$ cat src/rtl/snake_game_sequencer_if.sv
// Board/datapath side signals of the snake sequencer; master = sequencer, slave = keys + datapath.
// Latency: none (wiring only). Backpressure: none, all strobes are single-cycle and unacknowledged.
interface snake_game_sequencer_if;
    logic       PAUSE;
    logic       UP;
    logic       DOWN;
    logic       LEFT;
    logic       RIGHT;
    logic       eat;
    logic       collide;
    logic       move_tick;
    logic [1:0] move_dir;
    logic       clear;
    logic [2:0] state;
    logic [7:0] point;

    modport master (
        input  PAUSE, UP, DOWN, LEFT, RIGHT, eat, collide,
        output move_tick, move_dir, clear, state, point
    );

    modport slave (
        output PAUSE, UP, DOWN, LEFT, RIGHT, eat, collide,
        input  move_tick, move_dir, clear, state, point
    );
endinterface

$ cat src/rtl/snake_game_sequencer.sv
// Snake game-flow controller: run state, move-tick schedule, direction and score (SNAKE_SPEEDUP_EN: score shortens tick period).
// Latency: key/PAUSE change to effect 3 cycles; eat/collide to point/state 1 cycle; all outputs registered.
// Backpressure: none; move_tick and clear are fire-and-forget one-cycle strobes.
module snake_game_sequencer #(
    parameter int unsigned TICK_BASE = 4500000,
    parameter int unsigned TICK_STEP = 250000,
    parameter int unsigned TICK_MIN  = 1000000,
    parameter int unsigned WIN_SCORE = 62
) (
    input  logic                   SYS_CLK,
    input  logic                   RST,
    snake_game_sequencer_if.master bus
);

    typedef enum logic [2:0] {
        ST_IDLE  = 3'b000,
        ST_PLAY  = 3'b001,
        ST_PAUSE = 3'b010,
        ST_OVER  = 3'b011,
        ST_WIN   = 3'b100
    } state_t;

    state_t      state_q, state_d;
    logic [31:0] cnt_q, cnt_d;
    logic [31:0] period_q, period_d;
    logic [31:0] period_calc;
    logic [1:0]  pend_q, pend_d;
    logic [1:0]  dir_q, dir_d;
    logic [7:0]  point_q, point_d;
    logic        tick_q, tick_d;
    logic        clear_q, clear_d;

    logic        pause_meta, pause_s;
    logic [3:0]  key_meta, key_s, key_prev;
    logic [3:0]  key_edge;
    logic        key_any;
    logic [1:0]  key_code;
    logic        key_ok;
    logic [7:0]  point_inc;
    logic        point_win;
    logic        advance;
    logic        won;

    // Key vector order: [0] UP, [1] DOWN, [2] LEFT, [3] RIGHT (matches the move_dir encodings).
    always_ff @(posedge SYS_CLK or negedge RST) begin
        if (!RST) begin
            pause_meta <= 1'b0;
            pause_s    <= 1'b0;
            key_meta   <= '0;
            key_s      <= '0;
            key_prev   <= '0;
        end else begin
            pause_meta <= bus.PAUSE;
            pause_s    <= pause_meta;
            key_meta   <= {bus.RIGHT, bus.LEFT, bus.DOWN, bus.UP};
            key_s      <= key_meta;
            key_prev   <= key_s;
        end
    end

    assign key_edge = key_s & ~key_prev;
    assign key_any  = |key_edge;

    always_comb begin
        key_code = 2'b11;
        if (key_edge[0])      key_code = 2'b00;
        else if (key_edge[1]) key_code = 2'b01;
        else if (key_edge[2]) key_code = 2'b10;
    end

    // Reversal is judged against the direction the snake is actually moving, not the pending one.
    assign key_ok    = key_any && (key_code != (dir_q ^ 2'b01));
    assign point_inc = (point_q == 8'hFF) ? point_q : point_q + 8'd1;
    assign point_win = (32'(point_inc) == WIN_SCORE);

`ifdef SNAKE_SPEEDUP_EN
    logic [31:0] speed_dec;
    assign speed_dec   = 32'(point_q) * TICK_STEP;
    assign period_calc = ((speed_dec >= TICK_BASE) || ((TICK_BASE - speed_dec) < TICK_MIN))
                         ? TICK_MIN : (TICK_BASE - speed_dec);
    localparam logic [31:0] PERIOD_START = (TICK_BASE < TICK_MIN) ? TICK_MIN : TICK_BASE;
`else
    assign period_calc = TICK_BASE;
    localparam logic [31:0] PERIOD_START = TICK_BASE;
`endif

    always_comb begin
        state_d  = state_q;
        cnt_d    = cnt_q;
        period_d = period_q;
        pend_d   = pend_q;
        dir_d    = dir_q;
        point_d  = point_q;
        tick_d   = 1'b0;
        clear_d  = 1'b0;
        advance  = 1'b0;
        won      = 1'b0;

        case (state_q)
            ST_IDLE: begin
                if (key_any) begin
                    clear_d  = 1'b1;
                    point_d  = '0;
                    cnt_d    = '0;
                    period_d = PERIOD_START;
                    dir_d    = key_code;
                    pend_d   = key_code;
                    state_d  = ST_PLAY;
                end
            end
            ST_PLAY: begin
                if (key_ok) pend_d = key_code;
                if (bus.collide) begin
                    state_d = ST_OVER;
                end else begin
                    if (bus.eat) begin
                        point_d = point_inc;
                        won     = point_win;
                    end
                    if (won)          state_d = ST_WIN;
                    else if (pause_s) state_d = ST_PAUSE;
                    else              advance = 1'b1;
                end
            end
            ST_PAUSE: begin
                if (key_ok) pend_d = key_code;
                // Resume counts on the release cycle so the pause costs exactly its synced length.
                if (!pause_s) begin
                    state_d = ST_PLAY;
                    advance = 1'b1;
                end
            end
            ST_OVER, ST_WIN: begin
                if (key_any && !pause_s) state_d = ST_IDLE;
            end
            default: state_d = ST_IDLE;
        endcase

        // Period is latched at the wrap, so a score change mid-period only shapes the next one.
        if (advance) begin
            if (cnt_q >= period_q - 32'd1) begin
                tick_d   = 1'b1;
                cnt_d    = '0;
                dir_d    = pend_d;
                period_d = period_calc;
            end else begin
                cnt_d = cnt_q + 32'd1;
            end
        end
    end

    always_ff @(posedge SYS_CLK or negedge RST) begin
        if (!RST) begin
            state_q  <= ST_IDLE;
            cnt_q    <= '0;
            period_q <= PERIOD_START;
            pend_q   <= 2'b00;
            dir_q    <= 2'b00;
            point_q  <= '0;
            tick_q   <= 1'b0;
            clear_q  <= 1'b0;
        end else begin
            state_q  <= state_d;
            cnt_q    <= cnt_d;
            period_q <= period_d;
            pend_q   <= pend_d;
            dir_q    <= dir_d;
            point_q  <= point_d;
            tick_q   <= tick_d;
            clear_q  <= clear_d;
        end
    end

    assign bus.move_tick = tick_q;
    assign bus.move_dir  = dir_q;
    assign bus.clear     = clear_q;
    assign bus.state     = state_q;
    assign bus.point     = point_q;

    a_tick_clear_excl: assert property (@(posedge SYS_CLK) disable iff (!RST) !(tick_q && clear_q));
    a_no_tick_outside_play: assert property (@(posedge SYS_CLK) disable iff (!RST)
        tick_q |-> (state_q == ST_PLAY));

endmodule
$ cat src/flat_wrapper.sv
// flat-port wrapper written by rule: the top's interface ports become plain ports
module snake_game_sequencer_flat 
#(
    parameter int unsigned TICK_BASE = 4500000,
    parameter int unsigned TICK_STEP = 250000,
    parameter int unsigned TICK_MIN  = 1000000,
    parameter int unsigned WIN_SCORE = 62
)
  (SYS_CLK, RST, bus_PAUSE, bus_UP, bus_DOWN, bus_LEFT, bus_RIGHT, bus_eat, bus_collide, bus_move_tick, bus_move_dir, bus_clear, bus_state, bus_point);
  snake_game_sequencer_if bus_i ();
  input  logic SYS_CLK;
  input  logic RST;
  input wire logic [$bits(bus_i.PAUSE)-1:0] bus_PAUSE;
  input wire logic [$bits(bus_i.UP)-1:0] bus_UP;
  input wire logic [$bits(bus_i.DOWN)-1:0] bus_DOWN;
  input wire logic [$bits(bus_i.LEFT)-1:0] bus_LEFT;
  input wire logic [$bits(bus_i.RIGHT)-1:0] bus_RIGHT;
  input wire logic [$bits(bus_i.eat)-1:0] bus_eat;
  input wire logic [$bits(bus_i.collide)-1:0] bus_collide;
  output wire logic [$bits(bus_i.move_tick)-1:0] bus_move_tick;
  output wire logic [$bits(bus_i.move_dir)-1:0] bus_move_dir;
  output wire logic [$bits(bus_i.clear)-1:0] bus_clear;
  output wire logic [$bits(bus_i.state)-1:0] bus_state;
  output wire logic [$bits(bus_i.point)-1:0] bus_point;
  assign bus_i.PAUSE = bus_PAUSE;
  assign bus_i.UP = bus_UP;
  assign bus_i.DOWN = bus_DOWN;
  assign bus_i.LEFT = bus_LEFT;
  assign bus_i.RIGHT = bus_RIGHT;
  assign bus_i.eat = bus_eat;
  assign bus_i.collide = bus_collide;
  assign bus_move_tick = bus_i.move_tick;
  assign bus_move_dir = bus_i.move_dir;
  assign bus_clear = bus_i.clear;
  assign bus_state = bus_i.state;
  assign bus_point = bus_i.point;
  snake_game_sequencer #(.TICK_BASE(TICK_BASE), .TICK_STEP(TICK_STEP), .TICK_MIN(TICK_MIN), .WIN_SCORE(WIN_SCORE)) u_core (.SYS_CLK(SYS_CLK), .RST(RST), .bus(bus_i));
endmodule
$ cat config.mk
export PLATFORM = sky130hd
export DESIGN_NAME = snake_game_sequencer_flat
export DESIGN_NICKNAME = d
export VERILOG_FILES = /design/src/rtl/snake_game_sequencer_if.sv /design/src/rtl/snake_game_sequencer.sv /design/src/flat_wrapper.sv
export SDC_FILE = /design/constraint.sdc
export NUM_CORES = 1
export LEC_CHECK = 0
export ABC_AREA = 1
export CELL_PAD_IN_SITES_DETAIL_PLACEMENT = 0
export CELL_PAD_IN_SITES_GLOBAL_PLACEMENT = 1
export CORE_MARGIN = 2
export CORE_UTILIZATION = 43
export CTS_BUF_LIST = sky130_fd_sc_hd__clkbuf_2 sky130_fd_sc_hd__clkbuf_4 sky130_fd_sc_hd__clkbuf_8
export DETAILED_ROUTE_END_ITERATION = 6
export GPL_TIMING_DRIVEN = 0
export HOLD_SLACK_MARGIN = 0.05
export PLACE_DENSITY_LB_ADDON = 0.1
export SETUP_SLACK_MARGIN = 0.5
export SYNTH_ARGS = -nofsm -noshare
export SYNTH_HDL_FRONTEND = slang
export SYNTH_SLANG_ARGS = --single-unit
$ cat constraint.sdc
create_clock -name SYS_CLK -period 2.9 [get_ports SYS_CLK]
set_input_delay 0.29 -clock SYS_CLK [delete_from_list [all_inputs] [get_ports SYS_CLK]]
set_output_delay 0.29 -clock SYS_CLK [all_outputs]
set_load 0.05 [all_outputs]
* After elaboration in Yosys (flattened, before gate mapping)
Index checks and enable logic that the tools add are counted.
Word-level totals: register bits after elaboration 95, output and inout bits 15
Cells by class: bitwise operators 3, multiplexer cells 41, $add $sub $neg 3, magnitude comparators 1, equality and inequality tests 13, reductions and logical operators 13
Operator list (number):
- 32-bit 2-to-1 mux | 8
- 32-bit by 1-bit adder with 32-bit output, second input constant | 1
- 32-bit >= comparator | 1
- 8-bit 2-to-1 mux | 4
- 32-bit by 1-bit subtractor with 32-bit output, second input constant | 1
- 3-bit 2-to-1 mux | 6
- 2-bit 2-to-1 mux | 8
- 8-bit case mux with 2 select lines | 1
- 3-bit case mux with 4 select lines | 1
- 1-bit 2-to-1 mux | 11
- 8-bit by 1-bit adder with 8-bit output, second input constant | 1
- 8-bit by 6-bit equality test with 1-bit output, second input constant | 1
- 8-bit equality test, second input constant | 1
- 4-bit AND reduction | 2
- 3-bit by 2-bit equality test with 1-bit output, second input constant | 2
- 2-bit != test, second input constant | 3
- 2-bit nonzero test | 3
- 4-bit AND | 1
- 2-bit by 1-bit != test with 1-bit output, second input constant | 2
- 4-bit by 2-bit != test with 1-bit output, second input constant | 1
- 4-bit inverter | 1
- 2-bit case mux with 2 select lines | 1
- 2-bit OR reduction | 2
- 4-bit OR reduction | 1
- other kinds (9) | 10

* Longest topological paths before layout
Gate-level depths: netlist of run 1.
depth after elaboration 11, gate-level depth with buffers 22, depth with buffers taken out 22

* Least setup slack after synthesis of run 1
OpenSTA, ideal clock, no wires.
path type reg2reg, start register u_core.period_q[0], end register u_core.period_q[10], slack -156 ps, required time 2774 ps, cell stages (with the launch flop) 18, arrival time 2931 ps, library setup time 126 ps, path buffers 1, cells stage by stage dfrtp_1 > inv_1 > ha_1 > nand2_1 > nor2_2 > nand4_1 > nor2_1 > nand3_1 > xor2_1 > ha_1 > nand2_1 > nor2_1 > nand4_1 > nor2_1 > nand4_1 > nand3_2 > buf_4 > a21oi_2
On the way: longest elaborated chain between the ends 4
Ends and longest elaborated chain:
- start, declared | line snake_game_sequencer.sv:25 | logic [31:0] period_q, period_d;
- start signal, assigned | line snake_game_sequencer.sv:165 | period_q <= period_d;
- 32-bit by 1-bit subtractor with 32-bit output | line snake_game_sequencer.sv:141 | if (cnt_q >= period_q - 32'd1) begin
- 32-bit >= comparator | line snake_game_sequencer.sv:141
- 32-bit 2-to-1 mux | line snake_game_sequencer.sv:141
- 32-bit 2-to-1 mux | line snake_game_sequencer.sv:140 | if (advance) begin
- via u_core.period_d[10] | line snake_game_sequencer.sv:25
The timed path passes the listed nets, and every way through them passes these cells. A chain may end at the register's enable or synchronous reset.

* Worst setup path in the final report of run 1
start register u_core.period_q[6], end register u_core.period_q[10]
Same word-level chain as after synthesis.

==> results of run 1 <==
-- report_power, final --
part / internal (W) / switching (W)
clock: 0.000340 / 0.000557
sequential: 0.00142 / 0.000101
combinational: 0.000353 / 0.000904
-- cell type report --
cell class / instances / area [µm²] / area share, %
flip-flops and latches: 95 / 2386 / 29.51
inverters: 108 / 407.9 / 5.044
multi-input cells: 676 / 3876 / 47.93
plain buffers: 31 / 267.8 / 3.311
well taps: 188 / 235.2 / 2.909
clock buffers: 9 / 123.9 / 1.532
repair buffers: 65 / 715.7 / 8.850
clock inverters: 7 / 73.82 / 0.9129
-- worst reg2reg max path, cell delays in order (launching register included) --
cell and delay, ps:
dfrtp_1 420, buf_6 130, nor2_1 70, inv_1 40
nor2_1 80, inv_1 80, nor2_4 100, nand4_1 170
nor2_2 190, nand3_1 120, xor2_1 160, ha_1 290
nand2_2 70, nor2_4 110, nand4_1 170, nor2_4 150
nand4_1 100, buf_6 160, nand3_4 100, buf_12 160
clkbuf_16 180, a21oi_4 40
-- registers in the layout (all words and copies together), names as in the netlist --
name                  cells
u_core.period_q          32
u_core.bus.move_dir       2
u_core.bus.state          3
u_core.bus.clear          1
u_core.bus.point          8
u_core.key_meta           4
u_core.cnt_q             32
u_core.key_prev           4
u_core.pend_q             2
u_core.bus.move_tick      1
u_core.key_s              4
u_core.pause_meta         1
u_core.pause_s            1
-- metal layers --
metal	track usage (%)	share of wire, %
met1	33.21	49
met2	36.61	46
met3	3.381	3.3
met4	5.818	1.5
met5	0	0
-- metrics by stage --
step           power [W]  hold WS (ps)  util, %
2_1_floorplan   0.002365        -5.591        -
3_3_place_gp    0.002733         332.2    47.65
3_5_place_dp    0.002762         329.6    47.82
4_1_cts         0.003691         297.9    51.81
5_1_grt         0.003900         298.2    53.39
6_report        0.003672         320.9    53.39
-- worst min path at each step --
stage / startpoint / end
after CTS: bus_UP / u_core.key_meta[0]
final: bus_UP / u_core.key_meta[0]
after global routing: bus_UP / u_core.key_meta[0]
after floorplan: RST / u_core.bus.clear
after detailed placement: RST / u_core.bus.point[3]
after global placement: u_core.key_meta[3] / u_core.key_s[3]
-- synthesized netlist by cell type, drive strengths merged (3+ instances only) --
master  count
nand4      78
buf        14
nor2      120
nor3        6
ha         36
clkbuf     17
xor2       28
dfstp       7
nand3      45
o21ai      73
nand3b      5
dfrtp      88
o22ai       3
a21oi      44
a21o        3
inv       108
xnor2      17
nand2     214
-- kinds of logic after synthesis --
logic type	count (synthesis)	synth area share [%]
flops	95	35.90
buf+inv	139	8.490
simple gates	470	32.00
compound gates	124	10.90
fa+ha+maj	36	6.777
xor+xnor	45	5.930
-- what timing repair did --
item                                    CTS  global route
setup buffers                            24            10
pin swaps                                20            41
endpoints found under the hold margin    40             0
hold buffers                              1             0
resized for setup                        38            39
gates cloned                              4             3
endpoints found under the setup margin   67            67
==> results.toml, run 1 <==
[cells_and_area]
finalNonFillerCells = 1179
layout-drive-gt1-share_pct = 15.64
synthToLayoutAreaGrowth_pct = 21.67
final_cell_mix = "nand2_1, nor2_1, inv_1, dfrtp_1, nand4_1"
nets = 1031
diodes = 0
nFillCells = 1482
stdcell_area_mm2 = 0.008087
layout_commonest_cell = "nand2_1"

[worst_setup_path]
cp-start-kind = "flop"
critPathMaxStageDelay_ps = 420
path_delay_family = "simple AND/OR/NAND/NOR gates"
path_buf_inv = 6
r2r_slack_ps = -320
crit_start = "u_core.period_q[6]"
cp.depth = 21
crit_path_end = "u_core.period_q[10]"
reg2regPathDepth = 21
cp-end-kind = "flop"
crit_fanout = 6
slowest_stage = "dfrtp_1"
crit_type = "reg -> reg"
cp.required_ps = 3180
path_cells = "buf_6 > nor2_1 > inv_1 > nor2_1 > inv_1 > nor2_4 > nand4_1 > nor2_2 > nand3_1 > xor2_1 > ha_1 > nand2_2 > nor2_4 > nand4_1 > nor2_4 > nand4_1 > buf_6 > nand3_4 > buf_12 > clkbuf_16 > a21oi_4"
r2r-end = "u_core.period_q[10]"
arrival_ps = 3490
r2r-start = "u_core.period_q[6]"

[timing]
timing.setup.tns_ps = -17060
finalCriticalPeriod_ps = 3217
worst_slack_ps = -316.9
fin_skew_ps = 17.66
final-setup-viol-count = 67
rsz0062_at_grt = "true"
finalCritPeriodShare_pct = 110.9
slew_headroom_pct = 60.55
timing.final.hold_violations = 0
slew_viol_final = 0
worst_pin_slew_ps = 591.7
fmax_mhz = 310.9

[routing]
post_drt_wl_per_cell_um = 15.28
firstDrtPassIters = 5
remaining_drc_errors = 0
ant_nets = 0
drt_iter0_markers = 472
vias = 6270
totalWireLength_um = 18020
avgViaCountPerCell = 5.318

[synthesis]
syn_area_mm2 = 0.006646
synth_cell_type_count = 34
synth_flop_cell = "dfrtp_1"
synth_top_cell_by_area = "dfrtp_1"
synth_top_area_share_pct = 33.13
yosysWarnings = 0
syn_area_per_cell_um2 = 7.312
postSynthCellCount = 909
synth-edff-count = 0
synth.area.top_cells = "dfrtp_1, nand2_1, nand4_1"
synthArstFlopShare_pct = 100.0
seq_area_frac_synth_pct = 35.90
synth_seq_cells = 95
synth_nets = 954

[floorplanning]
row_count = 45
ios = 24
dieArea_mm2 = 0.01647
core_mm2 = 0.01515
die_h_um = 128.3
die-width_um = 128.3
initial_core_util_pct = 43.88

[clocking]
cts_made_buffers = 9
cts_tree = "done"
cts.path.max_buffers = 2
htree_levels = 3
clk_pin_slew_ps = 110
cts.sinks = 95
cts_root_buf = "clkbuf_8"
clk_latency_ps = 400

[global_route]
grt_usage_pct = 23.07
first_global_vias = 5869
grt_pass1_wl_um = 30080
overflow = 0
grt_max_degree = 56
antenna_found_initial = 0

[flow_run]
cap_viol_max_count = 0

[placement]
dp.cells = 1121
place.gp.congestion = 0.8824
port_buffers = 23
dpl_cell_area_mm2 = 0.007242
post-place-ws_ps = -848.6
dp_hpwl_um = 13320

[power]
peakVddDrop_mv = 0.3221
p_leak_nw = 3.763
power.density_mw_per_mm2 = 454.1

[hold_path]
min_path_cells = 1
hold_class = "in -> reg"

[run_status]
violations = "setup timing"
status = "finished, violations left"
No activity file was read; power rests on OpenSTA's default activity.
==> run 2, diff against run 1 <==
--- a/config.mk
+++ b/config.mk
@@ -13,7 +13,6 @@
 export CTS_BUF_LIST = sky130_fd_sc_hd__clkbuf_2 sky130_fd_sc_hd__clkbuf_4 sky130_fd_sc_hd__clkbuf_8
 export DETAILED_ROUTE_END_ITERATION = 6
 export GPL_TIMING_DRIVEN = 0
-export HOLD_SLACK_MARGIN = 0.05
 export PLACE_DENSITY_LB_ADDON = 0.1
 export SETUP_SLACK_MARGIN = 0.5
 export SYNTH_ARGS = -nofsm -noshare
==> results of run 2 <==
The final DEF is identical to that of run 1; final timing and power are the same.
==> run 3, diff against run 2 <==
--- a/config.mk
+++ b/config.mk
@@ -6,6 +6,7 @@
 export NUM_CORES = 1
 export LEC_CHECK = 0
 export ABC_AREA = 1
+export CAP_MARGIN = 40
 export CELL_PAD_IN_SITES_DETAIL_PLACEMENT = 0
 export CELL_PAD_IN_SITES_GLOBAL_PLACEMENT = 1
 export CORE_MARGIN = 2
==> run 3 against run 2 <==
The run still ends with setup timing left. Worst setup slack is the same. Via count is the same. Sequential share of layout area stayed put. Critical endpoint unchanged.
==> results.toml, run 3 (synthesis gave the netlist of run 1 again) <==
[routing]
met2_length_um = 8297
firstDrtPassIters = 5
totalWireLength_um = 18020
wl_met1_um = 8855
avgViaCountPerCell = 5.318
drt_iter0_markers = 472
vias = 6270
remaining_drc_errors = 0
post_drt_wl_per_cell_um = 15.28
ant_nets = 0
routed-wl-met3_um = 588
route.top_layer_used = "met4"

[hold_path]
hold_class = "in -> reg"
min_path_cells = 1
whs_endpoint = "u_core.key_meta[0]"
hp-start = "bus_UP"

[clocking]
clk_latency_ps = 400
clk_pin_slew_ps = 110
htree_levels = 3
cts_made_buffers = 9
cts.path.max_buffers = 2
cts.sinks = 95
cts_tree = "done"
cts_root_buf = "clkbuf_8"

[timing]
hold_slack_ps = 320.9
fin_skew_ps = 17.66
fmax_mhz = 310.9
rsz0062_at_grt = "true"
worst_slack_ps = -316.9
final-setup-viol-count = 67
finalCritPeriodShare_pct = 110.9
timing.setup.tns_ps = -17060
slew_headroom_pct = 60.55
worst_pin_slew_ps = 591.7
timing.final.hold_violations = 0
finalCriticalPeriod_ps = 3217
slew_viol_final = 0

[flow_run]
cap_viol_max_count = 0

[floorplanning]
initial_core_util_pct = 43.88
ios = 24
core_mm2 = 0.01515
die_h_um = 128.3
dieArea_mm2 = 0.01647
row_count = 45
die-width_um = 128.3

[global_route]
grt_pass1_wl_um = 30080
first_global_vias = 5869
antenna_found_initial = 0
grt_max_degree = 56
overflow = 0
grt_usage_pct = 23.07

[run_status]
status = "finished, violations left"
violations = "setup timing"

[worst_setup_path]
arrival_ps = 3490
path_cells = "buf_6 > nor2_1 > inv_1 > nor2_1 > inv_1 > nor2_4 > nand4_1 > nor2_2 > nand3_1 > xor2_1 > ha_1 > nand2_2 > nor2_4 > nand4_1 > nor2_4 > nand4_1 > buf_6 > nand3_4 > buf_12 > clkbuf_16 > a21oi_4"
crit_type = "reg -> reg"
reg2regPathDepth = 21
r2r-start = "u_core.period_q[6]"
r2r_slack_ps = -320
crit_fanout = 6
critPathMaxStageDelay_ps = 420
cp.required_ps = 3180
cp-end-kind = "flop"
cp-start-kind = "flop"
slowest_stage = "dfrtp_1"
r2r-end = "u_core.period_q[10]"

[cells_and_area]
finalNonFillerCells = 1179
synthToLayoutAreaGrowth_pct = 21.67
nFillCells = 1482
diodes = 0
nets = 1031
multiInputGateArea_mm2 = 0.003876
layout-drive-gt1-share_pct = 15.64
final_cell_mix = "nand2_1, nor2_1, inv_1, dfrtp_1, nand4_1"
layout_commonest_cell = "nand2_1"
seq_area_mm2 = 0.002386
stdcell_area_mm2 = 0.008087

[placement]
dp.cells = 1121
place.gp.congestion = 0.8824
dp_hpwl_um = 13320
port_buffers = 23
dpl_cell_area_mm2 = 0.007242

[power]
power.density_mw_per_mm2 = 454.1
peakVddDrop_mv = 0.3221
p_leak_nw = 3.763
run 3: cell counts in the layout (fill, tap and decap cells not counted):
No cell type changed its count.
run 3: how the worst max path moves through the flow:
stage,start,endpoint,slack [ps],cells past startpoint
4_1_cts,u_core.period_q[6],u_core.period_q[19],-360,21
3_3_place_gp,RST,u_core.period_q[26],-2070,1
6_report,u_core.period_q[6],u_core.period_q[10],-320,21
5_1_grt,u_core.period_q[6],u_core.bus.move_dir[1],-510,22
2_1_floorplan,u_core.period_q[4],u_core.period_q[10],80,18
3_5_place_dp,u_core.period_q[4],u_core.bus.move_dir[1],-850,19
run 3: power by group:
| part | switching [W] | leakage (nW) | internal [W] |
|---|---|---|---|
| combinational | 0.000904 | 2.41 | 0.000353 |
| clock | 0.000557 | 0.101 | 0.000340 |
| sequential | 0.000101 | 1.25 | 0.00142 |
run 3: area by class of cell:
cell class	instances	share of cell area [%]
multi-input cells	676	47.93
repair buffers	65	8.850
well taps	188	2.909
clock buffers	9	1.532
plain buffers	31	3.311
flip-flops and latches	95	29.51
inverters	108	5.044
clock inverters	7	0.9129
run 3: what timing repair did:
action,in CTS,in global routing
pin swaps,20,41
resized for setup,38,39
buffers inserted,24,10
endpoints found under the setup margin,67,67
endpoints found under the hold margin,40,0
hold buffers,1,0
cloned,4,3
run 3: critical path, delay by kind of cell (launching register included):
| kind | cells | cell delay (ps) |
|---|---|---|
| xor gates and xnor gates | 1 | 160 |
| buffers and inverters | 6 | 730 |
| adders and majority gates | 1 | 290 |
| DFF | 1 | 420 |
| and+or+nand+nor | 12 | 1420 |
| AOI/OAI and AO/OA | 1 | 40 |
run 3: metal layers:
metal  up-vias  track usage, %
li1       3144               -
met1      2979           33.21
met2       129           36.61
met3        18           3.381
met4         0           5.818
met5         -               0
run 3: metrics by stage:
stage / util, % / setup WS [ps] / total power (W)
floorplan: - / 79.12 / 0.002365
global placement: 47.65 / -2074 / 0.002733
detailed placement: 47.82 / -848.6 / 0.002762
CTS: 51.81 / -355.6 / 0.003691
global route: 53.39 / -506.4 / 0.003900
finish: 53.39 / -316.9 / 0.003672
